**src/rtl/tcu_fedp_seq.sv**
```systemverilog
// K-step accumulation sequencer in front of the tensor-core FEDP unit.
// Streams operand chunks, feeds each result back as c, returns final FP32.
module tcu_fedp_seq #(
  parameter int N         = 2,
  parameter int LATENCY   = 4,
  parameter int MAX_STEPS = 8,
  parameter int XLEN      = 32,
  localparam int SW       = $clog2(MAX_STEPS + 1)
) (
  input  logic              clk,
  input  logic              reset,
  input  logic              req_valid,
  output logic              req_ready,
  input  logic [2:0]        req_fmt_s,
  input  logic [2:0]        req_fmt_d,
  input  logic [XLEN-1:0]   req_c,
  input  logic [SW-1:0]     req_steps,
  input  logic              op_valid,
  output logic              op_ready,
  input  logic [N*XLEN-1:0] op_a,
  input  logic [N*XLEN-1:0] op_b,
  output logic              fedp_enable,
  output logic [2:0]        fedp_fmt_s,
  output logic [2:0]        fedp_fmt_d,
  output logic [N*XLEN-1:0] fedp_a_row,
  output logic [N*XLEN-1:0] fedp_b_col,
  output logic [XLEN-1:0]   fedp_c_val,
  input  logic [XLEN-1:0]   fedp_d_val,
  output logic              rsp_valid,
  input  logic              rsp_ready,
  output logic [XLEN-1:0]   rsp_data,
  output logic              busy
);

  localparam int WW = (LATENCY > 1) ? $clog2(LATENCY) : 1;
  localparam logic [WW-1:0] WLOAD = WW'(LATENCY - 1);

  typedef enum logic [1:0] {
    IDLE,
    FETCH,
    WAIT,
    DONE
  } state_t;

  state_t        state;
  state_t        state_nx;
  logic [2:0]    fmt_s;
  logic [2:0]    fmt_d;
  logic [31:0]   acc;
  logic [SW-1:0] steps_left;
  logic          first;
  logic [WW-1:0] wcnt;

  always_ff @(posedge clk or negedge reset) begin
    if (!reset) begin
      state      <= IDLE;
      fmt_s      <= '0;
      fmt_d      <= '0;
      acc        <= '0;
      steps_left <= '0;
      first      <= 1'b0;
      wcnt       <= '0;
    end else begin
      state <= state_nx;
      unique case (state)
        IDLE: begin
          if (req_valid) begin
            fmt_s      <= req_fmt_s;
            fmt_d      <= req_fmt_d;
            acc        <= req_c[31:0];
            steps_left <= req_steps;
            first      <= 1'b1;
          end
        end
        FETCH: begin
          if (op_valid) begin
            steps_left <= steps_left - 1'b1;
            wcnt       <= WLOAD;
          end
        end
        WAIT: begin
          // capture is timed only from the issue, never from pipe contents
          if (wcnt == '0) begin
            acc   <= fedp_d_val[31:0];
            first <= 1'b0;
          end else begin
            wcnt <= wcnt - 1'b1;
          end
        end
        default: ;
      endcase
    end
  end

  always_comb begin
    state_nx    = state;
    req_ready   = 1'b0;
    op_ready    = 1'b0;
    fedp_enable = 1'b0;
    rsp_valid   = 1'b0;
    unique case (state)
      IDLE: begin
        req_ready = 1'b1;
        if (req_valid)
          state_nx = (req_steps == '0) ? DONE : FETCH;
      end
      FETCH: begin
        op_ready    = 1'b1;
        fedp_enable = 1'b1;
        if (op_valid)
          state_nx = WAIT;
      end
      WAIT: begin
        fedp_enable = 1'b1;
        if (wcnt == '0)
          state_nx = (steps_left == '0) ? DONE : FETCH;
      end
      DONE: begin
        rsp_valid = 1'b1;
        if (rsp_ready)
          state_nx = IDLE;
      end
      default: state_nx = IDLE;
    endcase
  end

  assign busy       = (state != IDLE);
  assign fedp_fmt_s = fmt_s;
  assign fedp_fmt_d = fmt_d;
  assign fedp_a_row = op_a;
  assign fedp_b_col = op_b;
  assign fedp_c_val = XLEN'(acc);
  assign rsp_data   = rsp_valid ? XLEN'(acc) : '0;

  req_steps_legal: assert property (
    @(posedge clk) disable iff (!reset)
    (req_valid && req_ready) |-> (req_steps <= SW'(MAX_STEPS))
  );

  first_clears: assert property (
    @(posedge clk) disable iff (!reset)
    (state == WAIT && wcnt == '0) |=> !first
  );

endmodule
```
**config.mk**
```make
export PLATFORM = sky130hd
export DESIGN_NAME = tcu_fedp_seq
export DESIGN_NICKNAME = d
export VERILOG_FILES = /design/src/rtl/tcu_fedp_seq.sv
export SDC_FILE = /design/constraint.sdc
export NUM_CORES = 1
export LEC_CHECK = 0
export ABC_CLOCK_PERIOD_IN_PS = 1800
export CORE_AREA = 2 2 158 160
export DETAILED_ROUTE_END_ITERATION = 8
export DIE_AREA = 0 0 160 162
export PLACE_DENSITY = 0.49
export SYNTH_ARGS = -nofsm -noshare
export SYNTH_HDL_FRONTEND = slang
export SYNTH_SLANG_ARGS = --single-unit
```
**constraint.sdc**
```tcl
create_clock -name clk -period 1.8 [get_ports clk]
set_input_delay 0.54 -clock clk [delete_from_list [all_inputs] [get_ports clk]]
set_output_delay 0.54 -clock clk [all_outputs]
set_load 0.05 [all_outputs]
```
==> results.toml, run 1 <==
[run_status]
status = "complete, but fails checks"
violations = "negative setup slack"

[timing]
tightest_slew_ns = 0.374
min_period_over_period_pct = 110
max_clock_freq_ghz = 0.503
clock_skew_ns = 0.00713
worst_slack_ns = -0.189
finalSetupViolCount = 68
timing.hold.ws_ns = 0.0289
max-slew-margin-rel_pct = 75.0
rsz0062_at_grt = "yes"
slew_viol_final = 0
finalHoldViolCount = 0
period_needed_ns = 1.99
tns_ns = -7.35

[synth]
synth_ff_type = "dfrtp_1"
yosys.area_share.simple_pct = 12.9
synth_area_um2 = 3660
synth_compound_area_share_pct = 11.2
syn-num-nets = 610
synthDistinctLibCells = 34
synth-seq-cells = 46
synth_xor_area_share_pct = 0
synthArstFlopShare_pct = 100
synth_top_area_share_pct = 31.5
yosys.area_share.adder_pct = 3.08
synth_top_area_cell = "dfrtp_1"
synth_warnings = 0
synth_top_family_by_area = "buffers and inverters"
syn_area_per_cell_um2 = 9.29
ys_seq_area_share_pct = 31.5
yosys-top-cells-area = "dfrtp_1, buf_4, mux2i_1"
synth_cells = 394
synth_edf_count = 0
synthMuxAreaShare_pct = 11.2

[route]
antenna_left = 0
drt_drc_violations_left = 0
dr.pass1.iters = 4
via_count = 2750
dr.first_iter.drc_count = 104
wirelength_mm = 14.0
wl_per_cell_um = 18.1
viasPerCell = 3.57

[floorplan]
die_h_um = 162
core_um2 = 24100
row_count = 57
die_area_um2 = 25900
start_util_pct = 15.2
pin_count = 410
die_x_um = 160

[clock_tree]
cts_sinks = 46
cts-root-buf = "clkbuf_16"
cts_made_buffers = 5
cts_hold_buf = 0
cts_buffer_depth = 2
cts_tree = "built"
clk_latency_ns = 0.29
clk_pin_slew_worst_paths_ns = 0.07
htreeDepth = 2

[finish]
final_nets = 662
diodes = 0
final_cell_area_um2 = 5980
fillers = 2604
seqCellArea_um2 = 1150
drive_above_1_share_pct = 47.0
post-route-util_pct = 24.8
synthToLayoutAreaGrowth_pct = 63.4
multi_input_area_um2 = 1560
stdcell_count = 771

[placed_design]
dp_worst_setup_slack_ns = -0.241
place_congestion = 0.724
placed_cell_area_um2 = 5460
placedCellCount = 746
port_buffers = 153
place_hpwl_mm = 10.5

[power_and_ir_drop]
p_total_mw = 12.8
p_clk_share_pct = 7.8
powerDensity_nw_per_um2 = 2130
switching_share_pct = 47.1
ir_drop_mv = 0.889
netSwitchingPower_mw = 6.01
seqPwrFrac_pct = 17.3
p_leak_nw = 2.37
internal_power_mw = 6.75
power_frac_comb_pct = 74.9

[grt]
antenna_found_initial = 0
grt_start_max_net_pins = 35
grt_pass1_vias = 2817
grt-ovfl-total = 0
track_usage_pct = 9.57
grt_pass1_wl_mm = 18.3

[worst_setup_path]
path_class = "reg2out"
r2r_slack_ns = -0.10
reg2reg_depth = 9
cp-start-kind = "flip-flop"
end_kind = "output port"
critical_path_arrival_ns = 1.45
cp.required_ns = 1.26
crit_fanout = 19

[worst_hold_path]
min-delay-path-class = "in2async"

[run]
max_cap_viol_count = 0
## registers in the layout (all words and copies together) (netlist names)
| name | cells |
|---|---|
| wcnt | 2 |
| fedp_fmt_s | 3 |
| steps_left | 4 |
| fedp_fmt_d | 3 |
| fedp_c_val | 32 |
| state | 2 |
## layer usage
metal	global-route usage, %	wire [um]
met1	9.42	4770
met2	15.7	6770
met3	5.13	1590
met4	6.47	844
met5	0	0
## worst max-delay path, cell delays in order, from the launching register on
cell and delay, ns:
dfrtp_2 0.44, ha_4 0.20, buf_12 0.15, and2_2 0.19, buf_12 0.15
## kinds of logic after synthesis
kind of cell,count (synthesis)
compound gates,55
fa+ha+maj,9
buf+inv,153
flops,46
mux,40
simple gates,91
## path summary, 6_finish.rpt
path,from,end
setup / recovery,state[1]$_DFFE_PN0P_,rsp_data[26]
hold / removal,reset,fedp_fmt_s[2]$_DFFE_PN0P_
setup reg to reg,state[1]$_DFFE_PN0P_,fedp_c_val[26]$_DFFE_PN0P_
hold reg to reg,fedp_fmt_d[0]$_DFFE_PN0P_,fedp_fmt_d[0]$_DFFE_PN0P_
max in group asynchronous,reset,fedp_c_val[8]$_DFFE_PN0P_
min in group clk,fedp_fmt_d[0]$_DFFE_PN0P_,fedp_fmt_d[0]$_DFFE_PN0P_
## repair_timing
action,CTS,global route
cloned,0,8
pin swaps,2,4
setup buffers,6,3
resized for setup,15,26
endpoints found under the hold margin,0,0
setup endpoints to repair,36,73
## synthesized netlist by cell type, drive strengths merged, types with 2 or more instances
cell type and count:
a21oi 39, mux2 7, a31oi 3, o31ai 2, and2 32, o22ai 2
nand2 5, clkbuf 4, o21ai 5, ha 9, mux2i 33, nor2b 3
nor2 41, dfrtp 46, nor3 3, buf 139, inv 10
## final cells by class
| cell class | instances | area share [%] |
|---|---|---|
| Multi-Input combinational cell | 195 | 26.1 |
| Clock inverter | 1 | 0.0837 |
| Timing Repair Buffer | 188 | 44.6 |
| Tap cell | 324 | 6.78 |
| Clock buffer | 7 | 2.39 |
| Inverter | 10 | 0.816 |
| Sequential cell | 46 | 19.3 |
## power groups by stage
stage                     Clock, mW  Combinational (mW)  Sequential [mW]
after floorplan                   0                4.11             3.40
after global placement            0                8.34             2.20
after detailed placement          0                8.37             2.21
after CTS                      1.04                8.57             2.21
after global routing           1.08                10.1             2.29
final                         0.990                9.56             2.21
## cells in the final DEF (no fill, tap or decap), types with 4 or more instances in the layout
master and n:
a21oi_2 28, buf_12 73, inv_1 7, clkbuf_16 10, ha_4 4, mux2_2 7, ha_1 4, and2_4 8
nor2_1 34, o21ai_0 4, clkdlybuf4s50_1 77, and2_2 24, dfrtp_1 44, mux2i_1 33, buf_4 21, a21oi_1 11
nor2_2 7, buf_6 9, nand2_1 5
Note: power is estimated with default switching activity, not from simulation.
==> inputs of run 2 (changes only) <==
Settings changed: SLEW_MARGIN set to 20.
==> results of run 2 <==
No change in the layout: final DEF, timing and power equal those of run 1.
